## config.mk

```make
export PLATFORM = sky130hd
export DESIGN_NAME = int_sequencer
export DESIGN_NICKNAME = d
export VERILOG_FILES = /design/src/rtl/int_sequencer.sv
export SDC_FILE = /design/constraint.sdc
export NUM_CORES = 1
export LEC_CHECK = 0
export BUFFER_PORTS_ARGS = -buffer_cell sky130_fd_sc_hd__buf_2
export CAP_MARGIN = 30
export CORE_UTILIZATION = 55
export DETAILED_ROUTE_END_ITERATION = 16
export HOLD_SLACK_MARGIN = 0.05
export PLACE_DENSITY = 0.79
export SETUP_SLACK_MARGIN = 0.3
export SLEW_MARGIN = 15
export SYNTH_ARGS = -nofsm -noshare
export SYNTH_HDL_FRONTEND = slang
export SYNTH_SLANG_ARGS = --single-unit
```

## constraint.sdc

```tcl
create_clock -name clk -period 6.9 [get_ports clk]
set_input_delay 0.345 -clock clk [delete_from_list [all_inputs] [get_ports clk]]
set_output_delay 0.345 -clock clk [all_outputs]
set_load 0.05 [all_outputs]
```

## src/rtl/int_sequencer.sv

```systemverilog
// int_sequencer
// Hardware interrupt entry / return-from-interrupt sequencer for a simple
// pipelined CPU. On an interrupt it drains the pipeline, pushes the return
// PC (high half, low half) and the flags onto a downward-growing stack, then
// loads the vector address. On RTI it drains, pops the three words back in
// reverse order and restores PC and flags.
//
// Ports
//   clk, rst          rising-edge clock, synchronous active-high reset
//   int_in, rti_in    interrupt request / RTI decoded this cycle
//   pc_in, ccr_in     return address and current flags from the core
//   pop_data          data-memory read data, valid one cycle after pop
//   stall_fetch       hold PC and fetch/decode register
//   flush_fd          bubble into fetch/decode register
//   push, pop         data-memory write / read strobes
//   mem_addr          stack address of the current transfer
//   push_data         word written on push
//   counter           stack word index of the current transfer
//   sp                current stack pointer
//   pc_load(_addr)    one-cycle PC load strobe and target
//   ccr_restore/out   one-cycle flag restore strobe and value
//   int_ack           one-cycle acknowledge on handler entry
module int_sequencer #(
    parameter logic [31:0] SP_INIT      = 32'h0000_0FFF,
    parameter logic [31:0] VECTOR_ADDR  = 32'h0000_0002,
    parameter int unsigned DRAIN_CYCLES = 3
) (
    input  logic        clk,
    input  logic        rst,
    input  logic        int_in,
    input  logic        rti_in,
    input  logic [31:0] pc_in,
    input  logic [2:0]  ccr_in,
    input  logic [15:0] pop_data,
    output logic        stall_fetch,
    output logic        flush_fd,
    output logic        push,
    output logic        pop,
    output logic [31:0] mem_addr,
    output logic [15:0] push_data,
    output logic [1:0]  counter,
    output logic [31:0] sp,
    output logic        pc_load,
    output logic [31:0] pc_load_addr,
    output logic        ccr_restore,
    output logic [2:0]  ccr_out,
    output logic        int_ack
);

    typedef enum logic [3:0] {
        S_IDLE, S_DRAIN, S_PUSH_PCH, S_PUSH_PCL, S_PUSH_CCR, S_JUMP,
        S_POP_CCR, S_POP_PCL, S_POP_PCH, S_RESTORE
    } state_t;

    localparam logic [2:0] LAST_DRAIN = 3'(DRAIN_CYCLES - 1);

    state_t      r_state;
    logic        r_is_rti;
    logic        r_pending;
    logic [2:0]  r_drain_cnt;
    logic [31:0] r_pc_saved;
    logic [2:0]  r_ccr;
    logic [2:0]  r_pop_ccr;
    logic [15:0] r_pop_pcl;
    logic [31:0] r_sp;

    logic        r_stall, r_flush, r_push, r_pop;
    logic [31:0] r_mem_addr;
    logic [15:0] r_push_data;
    logic [1:0]  r_counter;
    logic        r_pc_load, r_ccr_restore, r_int_ack;
    logic [31:0] r_pc_load_addr;
    logic [2:0]  r_ccr_out;

    state_t      w_nxt;
    logic        w_pend_nxt;
    logic [31:0] w_sp_nxt;
    logic        w_nxt_push, w_nxt_pop;
    logic [15:0] w_push_data;
    logic [1:0]  w_counter;

    // Next state and next pending flag.
    always_comb begin
        w_nxt      = r_state;
        w_pend_nxt = r_pending | int_in;
        case (r_state)
            S_IDLE: begin
                if (rti_in) begin
                    // RTI wins; a simultaneous int_in stays pending.
                    w_nxt = S_DRAIN;
                end else if (int_in || r_pending) begin
                    w_nxt      = S_DRAIN;
                    w_pend_nxt = 1'b0;
                end
            end
            S_DRAIN: begin
                if (r_drain_cnt == LAST_DRAIN)
                    w_nxt = r_is_rti ? S_POP_CCR : S_PUSH_PCH;
            end
            S_PUSH_PCH: w_nxt = S_PUSH_PCL;
            S_PUSH_PCL: w_nxt = S_PUSH_CCR;
            S_PUSH_CCR: w_nxt = S_JUMP;
            S_POP_CCR:  w_nxt = S_POP_PCL;
            S_POP_PCL:  w_nxt = S_POP_PCH;
            S_POP_PCH:  w_nxt = S_RESTORE;
            default:    w_nxt = S_IDLE;   // JUMP, RESTORE
        endcase
    end

    // Stack pointer moves as each transfer state completes.
    always_comb begin
        case (r_state)
            S_PUSH_PCH, S_PUSH_PCL, S_PUSH_CCR: w_sp_nxt = r_sp - 32'd1;
            S_POP_CCR, S_POP_PCL, S_POP_PCH:    w_sp_nxt = r_sp + 32'd1;
            default:                            w_sp_nxt = r_sp;
        endcase
    end

    always_comb begin
        w_nxt_push  = 1'b0;
        w_nxt_pop   = 1'b0;
        w_push_data = 16'h0000;
        w_counter   = 2'd0;
        case (w_nxt)
            S_PUSH_PCH: begin w_nxt_push = 1'b1; w_push_data = r_pc_saved[31:16]; w_counter = 2'd0; end
            S_PUSH_PCL: begin w_nxt_push = 1'b1; w_push_data = r_pc_saved[15:0];  w_counter = 2'd1; end
            S_PUSH_CCR: begin w_nxt_push = 1'b1; w_push_data = {13'b0, r_ccr};    w_counter = 2'd2; end
            S_POP_CCR:  begin w_nxt_pop  = 1'b1; w_counter = 2'd2; end
            S_POP_PCL:  begin w_nxt_pop  = 1'b1; w_counter = 2'd1; end
            S_POP_PCH:  begin w_nxt_pop  = 1'b1; w_counter = 2'd0; end
            default: ;
        endcase
    end

    // Strobes that must line up with the transfer states (stall, flush,
    // push/pop, address, data) are registered from the next state. The
    // completion pulses are registered from the current state so RESTORE can
    // fold in the PC high word that arrives during RESTORE itself.
    always_ff @(posedge clk) begin
        if (rst) begin
            r_state        <= S_IDLE;
            r_is_rti       <= 1'b0;
            r_pending      <= 1'b0;
            r_drain_cnt    <= 3'd0;
            r_pc_saved     <= 32'h0;
            r_ccr          <= 3'd0;
            r_pop_ccr      <= 3'd0;
            r_pop_pcl      <= 16'h0;
            r_sp           <= SP_INIT;
            r_stall        <= 1'b0;
            r_flush        <= 1'b0;
            r_push         <= 1'b0;
            r_pop          <= 1'b0;
            r_mem_addr     <= 32'h0;
            r_push_data    <= 16'h0;
            r_counter      <= 2'd0;
            r_pc_load      <= 1'b0;
            r_pc_load_addr <= 32'h0;
            r_ccr_restore  <= 1'b0;
            r_ccr_out      <= 3'd0;
            r_int_ack      <= 1'b0;
        end else begin
            r_state   <= w_nxt;
            r_pending <= w_pend_nxt;
            r_sp      <= w_sp_nxt;

            if (r_state == S_IDLE && w_nxt == S_DRAIN) begin
                r_is_rti <= rti_in;
                if (!rti_in)
                    r_pc_saved <= pc_in;
            end

            if (r_state == S_DRAIN && w_nxt == S_DRAIN)
                r_drain_cnt <= r_drain_cnt + 3'd1;
            else
                r_drain_cnt <= 3'd0;

            // Flags are taken once the pipeline has fully drained.
            if (r_state == S_DRAIN && r_drain_cnt == LAST_DRAIN)
                r_ccr <= ccr_in;

            // Read data trails each pop by one cycle.
            if (r_state == S_POP_PCL)
                r_pop_ccr <= pop_data[2:0];
            if (r_state == S_POP_PCH)
                r_pop_pcl <= pop_data;

            // Hold fetch when going busy or when a queued interrupt will
            // start on the very next cycle.
            r_stall     <= (w_nxt != S_IDLE) || w_pend_nxt;
            r_flush     <= (w_nxt == S_DRAIN) || (w_nxt == S_JUMP) || (w_nxt == S_RESTORE);
            r_push      <= w_nxt_push;
            r_pop       <= w_nxt_pop;
            r_push_data <= w_push_data;
            r_counter   <= w_counter;
            // Pushes write at sp, pops read from sp+1.
            r_mem_addr  <= w_nxt_push ? w_sp_nxt :
                           w_nxt_pop  ? w_sp_nxt + 32'd1 : 32'h0;

            r_pc_load     <= (r_state == S_JUMP) || (r_state == S_RESTORE);
            r_int_ack     <= (r_state == S_JUMP);
            r_ccr_restore <= (r_state == S_RESTORE);
            r_ccr_out     <= (r_state == S_RESTORE) ? r_pop_ccr : 3'd0;
            r_pc_load_addr <= (r_state == S_JUMP)    ? VECTOR_ADDR :
                              (r_state == S_RESTORE) ? {pop_data, r_pop_pcl} : 32'h0;
        end
    end

    assign stall_fetch  = r_stall;
    assign flush_fd     = r_flush;
    assign push         = r_push;
    assign pop          = r_pop;
    assign mem_addr     = r_mem_addr;
    assign push_data    = r_push_data;
    assign counter      = r_counter;
    assign sp           = r_sp;
    assign pc_load      = r_pc_load;
    assign pc_load_addr = r_pc_load_addr;
    assign ccr_restore  = r_ccr_restore;
    assign ccr_out      = r_ccr_out;
    assign int_ack      = r_int_ack;

endmodule

```

---- Word level (Yosys, flattened, before mapping) ----
Index checks and enable logic that the tools add are counted.
storage, ports and cells
  register bits ........................... 187
  latch bits .............................. 0
  bits in writable memories ............... 0
  memory bits (read-only) ................. 0
  output and inout port bits .............. 124
  word-level logic and storage cells ...... 86
  memories kept ........................... 0
cells by class
  $add $sub $neg .......................... 4
  multipliers ............................. 0
  divide/modulo/power cells ............... 0
  $lt $le $gt $ge ......................... 0
  eq/ne operators ......................... 19
  shifts and indexed selects .............. 0
  mux-type cells .......................... 17
  bitwise gates (word level) .............. 4
  reduce and logical (&&, ||, !) cells .... 20
operator list
  kind                   number
  $add 32x1->32 const B  2
  $mux 32                2
  $pmux 32 s2            1
  $pmux 16 s3            1
  $eq 4x3->1 const B     8
  $pmux 4 s8             1
  $sub 32x1->32 const B  1
  $eq 4x2->1 const B     4
  $eq 4x4->1 const B     4
  $reduce_or 3->1        5
  $mux 4                 3
  $eq 4x1->1 const B     2
  $reduce_or 2->1        4
  $logic_or 1x1->1       5
  $mux 1                 5
  $logic_not 4->1        1
  $mux 2                 2
  $pmux 2 s2             1
  $reduce_bool 4->1      1
  $add 3x1->3 const B    1
  $eq 3x2->1 const B     1
  $logic_and 1x1->1      3
  $mux 3                 1
  $not 1->1              3
  2 further kinds        2

---- Logic depth before layout (Yosys ltp) ----
  depth in word-level cells ............... 9
  gate-level depth with buffers ........... 22
  gate-level depth less buffers ........... 15

---- Least setup slack after synthesis ----
OpenSTA, ideal clock, no wires.
  path kind ............................... register to register
  start ................................... register r_state[2]
  end ..................................... register r_mem_addr[31], in the netlist mem_addr[31]
  setup time .............................. 123 ps
  arrival time ............................ 5038 ps
  path slack .............................. 1739 ps
  cell stages (with the launch flop) ...... 21
  buffers on the path ..................... 6
  path through ............................ dfxtp_1 -> buf_2 -> or4b_1 -> buf_2 -> nand2_1 -> clkbuf_1 -> buf_2 -> buf_2 -> xnor2_1 -> ha_1 -> or4_1 -> o32a_1 -> and4_1 -> nand4_1 -> o2111ai_1 -> xnor2_1 -> nand3b_2 -> or4_1 -> buf_2 -> nor4_2 -> mux2_1
between the ends
  cells in the longest elaborated chain, start to end .. 8
ends and longest elaborated chain
  item                                                                   line  text
  from (decl)                                                            57    state_t r_state;
  from (signal assigned)                                                 163   r_state <= w_nxt;
  parallel branches: the longest is 7 deep, another holds $add 32x1->32  n/a
  $mux 32 (*)                                                            197   r_mem_addr <= w_nxt_push ? w_sp_nxt :
  to (signal assigned)                                                   197
  to (decl)                                                              68    logic [31:0] r_mem_addr;
Mark *: on every way between the ends.
A chain may end at the register's enable or synchronous reset.

---- Final worst setup path ----
  start ................................... register r_state[3]
  end ..................................... register r_mem_addr[31], in the netlist mem_addr[31]
The elaborated chain is that of the path after synthesis.

==> impl_metrics.tcl <==
set metrics [dict create \
    vias 9129 \
    power.share.sequential_pct 50.3 \
    fillCellCount 1434 \
    path_class "register to register" \
    ctsHoldBuffers 0 \
    fin_tns_setup_ns 0 \
    final_cell_mix "dfxtp_1 (186), buf_2 (179), nand2_1 (158), nor2_1 (119), a21oi_1 (85)" \
    synth_nets 1229 \
    power.density_mw_per_mm2 202 \
    p_int_mw 1.65 \
    avgSynthCellArea_um2 8.05 \
    finalSetupViolations 0 \
    drc 0 \
    cap_violations 0 \
    crit_path_start "r_state[3]" \
    period_share_pct 76.1 \
    worstMarginPinSlew_ns 0.905 \
    min_from "pop_data[8]" \
    p_clk_share_pct 44.8 \
    grt_util_met1_pct 38.6 \
    ant_nets 0 \
    use_met2_pct 45.5 \
    drive_gt1_share_pct 21.3 \
    relSlewSlack_pct 39.7 \
    cts_buffer_depth 2 \
    leakagePower_nw 4.62 \
    hpwl_mm 18.4 \
    place_inst 1489 \
    worst_setup_path_end_kind "register" \
    finalHoldViolCount 0 \
    grt_start_max_net_pins 83 \
    drt_wl_total_mm 26.1 \
    synth_area_mm2 0.00942 \
    synth_seq_cells 187 \
    drt-pass1-iter-count 8 \
    synthFlopType "dfxtp_1" \
    cts_tree "built" \
    clock-skew-final_ns 0.00708 \
    rsz0062_at_grt "false" \
    syn_inst 1170 \
    synth_edf_count 0 \
    max_freq_mhz 191 \
    routed_via_density 6.00 \
    yosys.area.top_type "dfxtp_1" \
    syn_to_final_growth_pct 15.8 \
    coreArea_mm2 0.0166 \
    synthArstFlopShare_pct 0 \
    clk_pin_slew_ns 0.08 \
    timing.rr.start "r_state[3]" \
    p_comb_share_pct 4.8 \
    yosysWarnings 0 \
    cp.arrival_ns 5.57 \
    synth_area_leaders "dfxtp_1 (40%), nand2_1 (6.3%), nor2_1 (4.8%)" \
    min_period_ns 5.25 \
    portBuffers 178 \
    cts_buffers 17 \
    antennaDiodeCount 0 \
    met3_usage_pct 7.09 \
    die_w_um 133 \
    io_pins 179 \
    finalMaxSlewViolations 0 \
    grt_pass1_vias 7977 \
    insertion_delay_ns 0.44 \
    routedWlPerCell_um 17.2 \
    clkSinkCount 187 \
    antenna_found_initial 0 \
    crit_fanout 50 \
    cp-start-kind "register" \
    swShare_pct 24.9 \
    ys_seq_area_share_pct 39.7 \
    grt_usage_pct 29.4 \
    worstPathRequired_ns 7.22 \
    ir_worst_vdd_mv 0.174 \
    grt-ovfl-total 0 \
    h-tree-depth 4 \
    final_cells 1522 \
    drt-initial-drc-count 939 \
    status "complete, no violations" \
    hold_class "input pin to register" \
    root_buffer "clkbuf_16" \
    synth_top_area_share_pct 39.7 \
    dieArea_mm2 0.0177 \
    synth_cell_types 89 \
    nNetsFinal 1348 \
    gr-max-usage-layer "met2" \
    initial_core_util_pct 56.6 \
    grt_pass1_wl_mm 41.4 \
    cts_resized 0 \
    num_rows 47 \
    post-cts-setup-buffers 0 \
    die_y_um 133 \
    p_switching_mw 0.547 \
    gp_congestion 1.00 \
    layout_commonest_cell "dfxtp_1" \
]
layout make-up:
class | instances | area [um^2] | share of cell area, %
Clock buffer | 18 | 429 | 3.93
Clock inverter | 14 | 174 | 1.59
Inverter | 12 | 45.0 | 0.413
Multi-Input combinational cell | 877 | 5240 | 48.0
Sequential cell | 187 | 3740 | 34.3
Tap cell | 220 | 275 | 2.52
Timing Repair Buffer | 194 | 1010 | 9.24
routing by layer:
layer	part of all wire, %	vias to the layer above
met5	0	-
li1	-	4418
met1	42	4253
met3	8.7	60
met4	3.6	0
met2	46	398
Yosys cell counts, types with 5 or more instances:
master / count
o2bb2ai_1: 8
or3_1: 11
a22oi_1: 14
and4_1: 6
a21o_1: 9
nor4_1: 17
a221o_1: 12
nand2_1: 158
or2_2: 27
and3_1: 17
a21oi_1: 85
inv_1: 12
a221oi_1: 8
xnor2_1: 23
o22ai_1: 28
nor2b_1: 13
nand4_1: 17
a31oi_1: 7
and2_1: 42
clkbuf_1: 61
buf_2: 22
nand3_1: 28
xor2_1: 20
nor3_1: 33
or4_1: 5
a211oi_1: 13
nor2_1: 121
mux2i_1: 13
o21ai_0: 19
nand2b_1: 19
dfxtp_1: 187
state kept, by name, indices dropped and copies added, names as in the netlist:
register      cells
ccr_restore       1
push_data        16
counter           2
int_ack           1
pc_load           1
r_drain_cnt       3
r_pop_pcl        16
ccr_out           3
sp               32
pc_load_addr     32
r_pop_ccr         3
r_is_rti          1
r_pc_saved       32
stall_fetch       1
flush_fd          1
r_pending         1
mem_addr         32
r_state           4
push              1
r_ccr             3
pop               1
critical path, stage by stage, from the launching register on:
cell and delay (ns):
dfxtp_1 0.31, buf_4 0.39, or4b_1 0.47, buf_4 0.24, nand2_1 0.12, xnor2_1 0.13, ha_1 0.29, nand3_1 0.15
nor3_1 0.21, o32a_1 0.30, nand3_1 0.17, nor4b_1 0.36, o2111ai_1 0.19, xnor2_1 0.35, nand3b_2 0.16, or4_1 0.65
nor4_2 0.26, mux2_1 0.35
final timing paths:
check                     endpoint  slack, ns  cells past startpoint
setup / recovery      mem_addr[31]       1.65                     17
hold / removal    pc_load_addr[24]       0.11                      2
setup reg to reg      mem_addr[31]       1.65                     17
hold reg to reg       r_pop_pcl[9]       0.45                      2
stage by stage:
| step | hold WS [ns] | worst slack, ns | total power, mW | utilization (%) | instance area [um^2] |
|---|---|---|---|---|---|
| after floorplan | 0.417 | 1.74 | 1.20 | - | 9420 |
| after CTS | 0.110 | 1.72 | 2.21 | 65.6 | 10900 |
| after detailed placement | 0.439 | 1.75 | 1.24 | 61.9 | 10300 |
| after global placement | 0.432 | 1.85 | 1.24 | 61.9 | 10300 |
| after global routing | 0.117 | 1.21 | 2.27 | 65.6 | 10900 |
| final | 0.113 | 1.65 | 2.20 | 65.6 | 10900 |
cells by family (layout without fill, tap and decap cells):
family / after synthesis / count (layout) / share of synthesized area, %
and+or+nand+nor: 545 / 545 / 29.2
AOI/OAI and AO/OA: 269 / 269 / 19.8
DFF: 187 / 187 / 39.7
buffers and inverters: 106 / 238 / 4.89
xor gates and xnor gates: 44 / 44 / 4.17
muxes: 15 / 15 / 1.62
adders and majority gates: 4 / 4 / 0.531
power by group through the flow:
stage | clock, mW | combinational (mW) | sequential (mW)
6_report | 0.986 | 0.106 | 1.11
3_5_place_dp | 0 | 0.105 | 1.13
2_1_floorplan | 0 | 0.0697 | 1.13
5_1_grt | 1.05 | 0.116 | 1.11
4_1_cts | 0.996 | 0.106 | 1.11
3_3_place_gp | 0 | 0.104 | 1.13
Note: power is estimated with default switching activity, not from simulation.
